## src/rtl/switch_input_port_pkg.sv

```systemverilog
// Register map and bus-decode constants for the switch input peripheral.
package switch_input_port_pkg;

  localparam logic [1:0] SWP_VALUE = 2'd0;
  localparam logic [1:0] SWP_FLAGS = 2'd1;
  localparam logic [1:0] SWP_COUNT = 2'd2;
  localparam logic [1:0] SWP_MASK  = 2'd3;

  // Word-aligned window of four registers; decode compares addr[31:4].
  localparam logic [31:0] SWP_BASE_ADDR = 32'h0000_4010;

endpackage

```

## src/rtl/switch_input_port_debounce_bit.sv

```systemverilog
// One switch bit: two-flop synchronizer, tick-counted stability filter,
// debounced level and a one-cycle change strobe.
module debounce_bit #(
  parameter int STABLE_TICKS = 4
) (
  input  logic clock,
  input  logic reset,
  input  logic i_tick,
  input  logic i_raw,
  output logic o_deb,
  output logic o_chg
);

  localparam int CW = $clog2(STABLE_TICKS + 1);
  localparam logic [CW-1:0] CNT_LAST = CW'(STABLE_TICKS - 1);

  logic          r_sync1;
  logic          r_sync2;
  logic          r_deb;
  logic [CW-1:0] r_cnt;
  logic          w_differs;
  logic          w_accept;

  assign w_differs = (r_sync2 != r_deb);
  // Accept happens on the edge following the qualifying tick.
  assign w_accept  = w_differs && i_tick && (r_cnt == CNT_LAST);

  always_ff @(posedge clock or negedge reset) begin
    if (!reset) begin
      r_sync1 <= 1'b0;
      r_sync2 <= 1'b0;
      r_deb   <= 1'b0;
      r_cnt   <= '0;
    end else begin
      r_sync1 <= i_raw;
      r_sync2 <= r_sync1;
      if (!w_differs) begin
        r_cnt <= '0;
      end else if (w_accept) begin
        r_deb <= r_sync2;
        r_cnt <= '0;
      end else if (i_tick) begin
        r_cnt <= r_cnt + CW'(1);
      end
    end
  end

  assign o_deb = r_deb;
  assign o_chg = w_accept;

endmodule

```

## src/rtl/switch_input_port.sv

```systemverilog
// Switch input peripheral: shared debounce prescaler, per-bit debouncers and
// a four-register load/store window with sticky change flags and interrupt.
module switch_input_port
  import switch_input_port_pkg::*;
#(
  parameter int WIDTH        = 16,
  parameter int TICK_CYCLES  = 100000,
  parameter int STABLE_TICKS = 4
) (
  input  logic             clock,
  input  logic             reset,
  input  logic [WIDTH-1:0] sw_raw,
  input  logic             sel,
  input  logic             rd_en,
  input  logic             wr_en,
  input  logic [1:0]       addr,
  input  logic [31:0]      wr_data,
  output logic [31:0]      rd_data,
  output logic             irq
);

  localparam int PW = (TICK_CYCLES > 1) ? $clog2(TICK_CYCLES) : 1;
  localparam logic [PW-1:0] PRESC_LAST = PW'(TICK_CYCLES - 1);

  logic [PW-1:0]    r_presc;
  logic [WIDTH-1:0] r_flags;
  logic [WIDTH-1:0] r_mask;
  logic [15:0]      r_count;
  logic [31:0]      r_rd_data;
  logic             w_tick;
  logic [WIDTH-1:0] w_deb;
  logic [WIDTH-1:0] w_chg;
  logic [WIDTH-1:0] w_flag_clr;
  logic             w_rd;
  logic             w_wr;
  logic             w_unused_wr_bits;

  assign w_unused_wr_bits = &{1'b0, wr_data};
  assign w_tick = (r_presc == PRESC_LAST);
  assign w_rd   = sel && rd_en;
  assign w_wr   = sel && wr_en;

  always_ff @(posedge clock or negedge reset) begin
    if (!reset) begin
      r_presc <= '0;
    end else begin
      r_presc <= w_tick ? '0 : r_presc + PW'(1);
    end
  end

  for (genvar gi = 0; gi < WIDTH; gi++) begin : g_bit
    debounce_bit #(
      .STABLE_TICKS(STABLE_TICKS)
    ) u_debounce_bit (
      .clock  (clock),
      .reset  (reset),
      .i_tick (w_tick),
      .i_raw  (sw_raw[gi]),
      .o_deb  (w_deb[gi]),
      .o_chg  (w_chg[gi])
    );
  end

  assign w_flag_clr = (w_wr && (addr == SWP_FLAGS)) ? wr_data[WIDTH-1:0] : '0;

  // Set is OR-ed in after the clear so a coincident change keeps its flag.
  always_ff @(posedge clock or negedge reset) begin
    if (!reset) begin
      r_flags <= '0;
      r_mask  <= '0;
      r_count <= '0;
    end else begin
      r_flags <= (r_flags & ~w_flag_clr) | w_chg;
      r_count <= r_count + {15'd0, |w_chg};
      if (w_wr && (addr == SWP_MASK)) begin
        r_mask <= wr_data[WIDTH-1:0];
      end
    end
  end

  always_ff @(posedge clock or negedge reset) begin
    if (!reset) begin
      r_rd_data <= '0;
    end else if (w_rd) begin
      case (addr)
        SWP_VALUE: r_rd_data <= 32'(w_deb);
        SWP_FLAGS: r_rd_data <= 32'(r_flags);
        SWP_COUNT: r_rd_data <= {16'd0, r_count};
        default:   r_rd_data <= 32'(r_mask);
      endcase
    end
  end

  assign rd_data = r_rd_data;
  assign irq     = |(r_flags & r_mask);

endmodule

```

## config.mk

```make
export PLATFORM = sky130hd
export DESIGN_NAME = switch_input_port
export DESIGN_NICKNAME = d
export VERILOG_FILES = /design/src/rtl/switch_input_port_pkg.sv /design/src/rtl/switch_input_port_debounce_bit.sv /design/src/rtl/switch_input_port.sv
export SDC_FILE = /design/constraint.sdc
export NUM_CORES = 1
export LEC_CHECK = 0
export CORE_MARGIN = 2
export CORE_UTILIZATION = 55
export DETAILED_ROUTE_END_ITERATION = 7
export HOLD_SLACK_MARGIN = 0.1
export PLACE_DENSITY = 0.78
export REMOVE_ABC_BUFFERS = 1
export SKIP_CTS_REPAIR_TIMING = 1
export SYNTH_ARGS = -nofsm -noshare
export SYNTH_HDL_FRONTEND = slang
export SYNTH_SLANG_ARGS = --single-unit
```

## constraint.sdc

```tcl
create_clock -name clock -period 6.54 [get_ports clock]
set_input_delay 0.654 -clock clock [delete_from_list [all_inputs] [get_ports clock]]
set_output_delay 0.654 -clock clock [all_outputs]
set_load 0.01 [all_outputs]
```

; Word-level counts from Yosys, hierarchy flattened
; Index checks and enable logic that the tools add are counted.
[totals]
ff_bits = 193
wordCells = 249
[op_classes]
add_sub_neg = 18
n_eq_ne = 52
n_mux = 51
bitwise = 4
n_reduce_logical = 55
[op_table]
columns = operator, count
row1 = $mux 3, 48
row2 = $add 3x1->3 const B, 16
row3 = $eq 3x2->1 const B, 16
row4 = $pmux 16 s3, 1
row5 = $ne 3x2->1 const B, 15
row6 = $logic_and 1x1->1, 36
row7 = $and 16x16->16, 2
row8 = $reduce_and 2->1, 16
row9 = $reduce_or 16->1, 2
row10 = $add 17x1->17 const B, 1
row11 = $eq 17x17->1 const B, 1
row12 = $mux 17, 1
row13 = $add 16x1->16, 1
row14 = $mux 16, 1
row15 = $ne 1x1->1, 16
row16 = $not 16->16, 1
row17 = $or 16x16->16, 1
row18 = $eq 2x2->1 const B, 2
row19 = $ne 3x1->1 const B, 1
row20 = $eq 2x1->1 const B, 1
row21 = $logic_not 2->1, 1

; Longest topological paths before layout
[depth]
depth_word = 6
mapped_depth = 11

; Modules after synthesis
; From an unflattened synthesis, not the netlist that was laid out.
[hier_totals]
cells_unflattened = 634
hier_area_um2 = 7981.4
[by_module_without_submodules]
columns = mod, instances, cells_each, area_per_inst_um2, seq_area_each_um2
row1 = debounce_bit, 16, 21, 254.0, 150.1
row2 = switch_input_port, 1, 298, 3917.5, 2026.9

; Least setup slack after synthesis
; OpenSTA, ideal clock, no wires.
[synth_path]
kind = register to register
startpoint = register r_presc[0]
endpoint = register r_count[12]
setup_time_ps = 123
t_arrival_ps = 2339
t_required_ps = 6417
path_slack_ps = 4078
path_stages_with_launch = 12
synth_period_minus_slack_ps = 2462
path_cell_list = dfrtp_1 > ha_1 > and4_1 > nand4b_2 > clkbuf_1 > a41oi_1 > ha_1 > ha_1 > and2_1 > clkbuf_1 > nand4_1 > xnor2_1
[synth_between]
elab_chain_len = 5
[synth_lines]
columns = element, line_no
row1 = start: declaration, switch_input_port.sv:25  ; logic [PW-1:0] r_presc;
row2 = start signal: assignment, switch_input_port.sv:47  ; r_presc <= w_tick ? '0 : r_presc + PW'(1);
row3 = $eq 17x17->1 *, switch_input_port.sv:39  ; assign w_tick = (r_presc == PRESC_LAST);
row4 = $logic_and 1x1->1 (2 in series), switch_input_port_debounce_bit.sv:26  ; assign w_accept = w_differs && i_tick && (r_cnt == CNT_LAST);
row5 = $reduce_or 16->1 *, switch_input_port.sv:74  ; r_count <= r_count + {15'd0, |w_chg};
row6 = $add 16x1->16 *, switch_input_port.sv:74
row7 = end signal: assignment, switch_input_port.sv:74
row8 = end: declaration, switch_input_port.sv:28  ; logic [15:0] r_count;
; Every way passes the cells marked *; elsewhere a longest branch is shown, timed or not.
; A chain may end at the register's enable or synchronous reset.

; Worst setup path in the final report
[layout_path]
startpoint = register r_mask[7]
endpoint = output irq
[layout_between]
elab_chain_len = 2
[layout_lines]
columns = element, line_no
row1 = start: declaration, switch_input_port.sv:27  ; logic [WIDTH-1:0] r_mask;
row2 = start signal: assignment, switch_input_port.sv:76  ; r_mask <= wr_data[WIDTH-1:0];
row3 = $and 16x16->16, switch_input_port.sv:95  ; assign irq = |(r_flags & r_mask);
row4 = $reduce_or 16->1, switch_input_port.sv:95
row5 = end: declaration, switch_input_port.sv:19  ; output logic irq
; Every way passes these cells.

==> run metrics <==
RR Startpoint=g_bit[9].u_debounce_bit.r_sync2$_DFF_PN0_; worst path arrival time=2.28 ns; overall routing resource usage=0.234; Final Slew Violations=0; placed cell count=866; Worst Tran Pin Value=1.07 ns; mapped cell area=7810 um^2; Avg Synthesized Cell Area=12.1 um^2; Yosys cell types=45; setup violators final=0; CP Capture Type=primary output; worst setup path class=flip-flop to primary output; FMAX=340 MHz; Worst Hold Class=input port to asynchronous set/reset pin; Tmin final=2.94 ns; worst-path fanout max=3; initial antenna violation count=0; largest net degree at the start of global routing=118; outcome=completed; TritonCTS clock tree=done; gpl congestion=0.781; Antenna diodes=0; first-pass GRT wire length=26800 um; clk_skew=0.00827 ns; switching share of power=0.229; Post-Layout Cell Count=897; chip width=123 um; Clock power frac=0.414; Max clock buf depth=2; commonest non-fill, non-tap cell in the layout=dfrtp_1; # rows=43; maximum vdd drop=0.237 mV; # DRC=0; CP startpoint kind=flip-flop; async set-reset flop share out of synthesis=1.00; fraction of power consumed by sequential logic=0.493; clock-pin slew on the worst setup and hold paths=0.06 ns; Initial DRC Count=433; register area share after synthesis=0.567; Final Cycle Share=0.449; setup TNS=0 ns; Initial Utilization=0.562; dpl cell area=8440 um^2; Core Area=13900 um^2; detailed-route via count=5115; cell area after layout=9020 um^2; layout cell share with drive strength beyond 1=0.144; vias per cell=5.70; PortBufs=55; clock sinks=177; DIE AREA=15200 um^2; Synth Warn #=0; internal power=1900 uW; Synth-to-Final Area Change=15.6%; nets=779; Num CTS Buffers=17; Leakage=0.00409 uW; HPWL after DPL=10600 um; Gate power share=0.093; grt total ovfl=0; clock latency on the worst-skew pair=0.43 ns; WP data required=5.89 ns; 1st-pass router iterations=5; top_reg_cell synth=dfrtp_1; WL/cell=18.2 um; switching power=564 uW; Slew Limit Headroom=0.290; power per cell area=273 nW/um^2; final hold vios=0; Synth Register Bits=177; most frequent cells in the layout=177 x dfrtp_1, 110 x nand2_1, 54 x clkdlybuf4s50_1; # IOs=88; die height=123 um; RSZ-0062 raised after global routing=no; Mapped Cells=647; vias in the first global route=5377; DRT antenna net count=0; Clock Tree Root=clkbuf_16; number of flops mapped to enable cells by yosys=0; Post-Route WL=16400 um; Max-Cap Viols=0; H-tree levels=4; CP Launch Point=r_mask[7]$_DFFE_PN0P_
synthesized netlist by cell type, drive strengths merged, types with 2 or more instances:
| master | number | area (um^2) |
|---|---|---|
| a211oi | 3 | 22.5 |
| a21oi | 50 | 250 |
| a221oi | 4 | 35.0 |
| a22o | 4 | 35.0 |
| and2 | 4 | 25.0 |
| and3 | 2 | 12.5 |
| and4 | 4 | 35.0 |
| and4b | 2 | 20.0 |
| buf | 28 | 211 |
| clkbuf | 8 | 30.0 |
| dfrtp | 177 | 4430 |
| ha | 19 | 238 |
| inv | 4 | 15.0 |
| mux2 | 46 | 556 |
| mux4 | 16 | 360 |
| nand2 | 111 | 419 |
| nand2b | 24 | 150 |
| nand3 | 18 | 90.1 |
| nand3b | 10 | 75.1 |
| nand4 | 12 | 81.3 |
| nor2 | 23 | 86.3 |
| nor2b | 3 | 18.8 |
| nor3 | 3 | 15.0 |
| nor3b | 3 | 22.5 |
| nor4 | 3 | 18.8 |
| o21ai | 5 | 25.0 |
| o31ai | 4 | 30.0 |
| or3 | 5 | 31.3 |
| xnor2 | 33 | 289 |
| xor2 | 10 | 87.6 |
logic make-up (layout without fill, tap and decap cells):
logic type / count (synthesis) / in the layout / synth area share
multiplexers: 63 / 63 / 0.119
buffers and inverters: 40 / 95 / 0.0329
XOR/XNOR: 43 / 43 / 0.0482
AND/OR/NAND/NOR: 232 / 232 / 0.149
flip-flops: 177 / 177 / 0.567
adder cells (fa/ha/maj): 19 / 19 / 0.0305
other: 1 / 16 / 0.000480
AO/OA/AOI/OAI: 72 / 72 / 0.0532
through the flow:
| step | utilization | hold WS (ns) | setup slack [ns] | total power, uW |
|---|---|---|---|---|
| 3_5_place_dp | 0.608 | 0.335 | 3.77 | 1460 |
| 4_1_cts | 0.650 | 0.348 | 3.61 | 2480 |
| 2_1_floorplan | - | 0.331 | 3.74 | 1330 |
| 3_3_place_gp | 0.608 | 0.334 | 3.81 | 1450 |
| 6_report | 0.650 | 0.337 | 3.60 | 2460 |
| 5_1_grt | 0.650 | 0.349 | 3.58 | 2550 |
final timing paths:
| check | slack [ns] | depth (start not counted) | end |
|---|---|---|---|
| max | 3.60 | 4 | irq |
| min | 0.34 | 1 | g_bit[6].u_debounce_bit.r_cnt[0]$_DFFE_PN0P_ |
| max reg2reg | 3.74 | 9 | r_count[14]$_DFF_PN0_ |
| min reg2reg | 0.35 | 0 | g_bit[2].u_debounce_bit.r_sync2$_DFF_PN0_ |
| max in group asynchronous | 4.75 | 2 | g_bit[7].u_debounce_bit.o_deb$_DFFE_PN0P_ |
| min in group clock | 0.35 | 0 | g_bit[2].u_debounce_bit.r_sync2$_DFF_PN0_ |
power by group through the flow:
stage                     clock [uW]  combinational, uW  sequential (uW)
after floorplan                    0                102             1220
after global placement             0                224             1230
after detailed placement           0                230             1230
after CTS                       1030                232             1210
after global routing            1080                251             1220
final                           1020                229             1210
per-layer routing:
metal	up-vias	wire length, um	GRT usage
met1	2611	6760	0.292
met2	144	8480	0.399
met3	28	803	0.0572
li1	2332	-	-
met4	0	300	0.0788
met5	-	0	0
layout make-up:
cell class	instances	area, um^2
well taps	180	225
clock inverters	10	136
clock buffers	21	450
multi-input cells	445	3180
fillers	1021	4860
inverters	4	15.0
repair buffers	60	589
flip-flops and latches	177	4430
sequential cells by signal, indices dropped and copies added, names as in the netlist:
register / cells
r_mask: 16
g_bit.u_debounce_bit.r_cnt: 48
r_presc: 17
g_bit.u_debounce_bit.r_sync2: 16
g_bit.u_debounce_bit.r_sync1: 16
g_bit.u_debounce_bit.o_deb: 16
rd_data: 16
r_count: 16
r_flags: 16
worst max-delay path: stages (launching register included):
cell and delay [ns]:
dfrtp_1 0.39, a22o_1 0.23, a221oi_1 0.49, nand4_1 0.23, clkdlybuf4s50_1 0.52
Power figures use the tool's default switching activity.
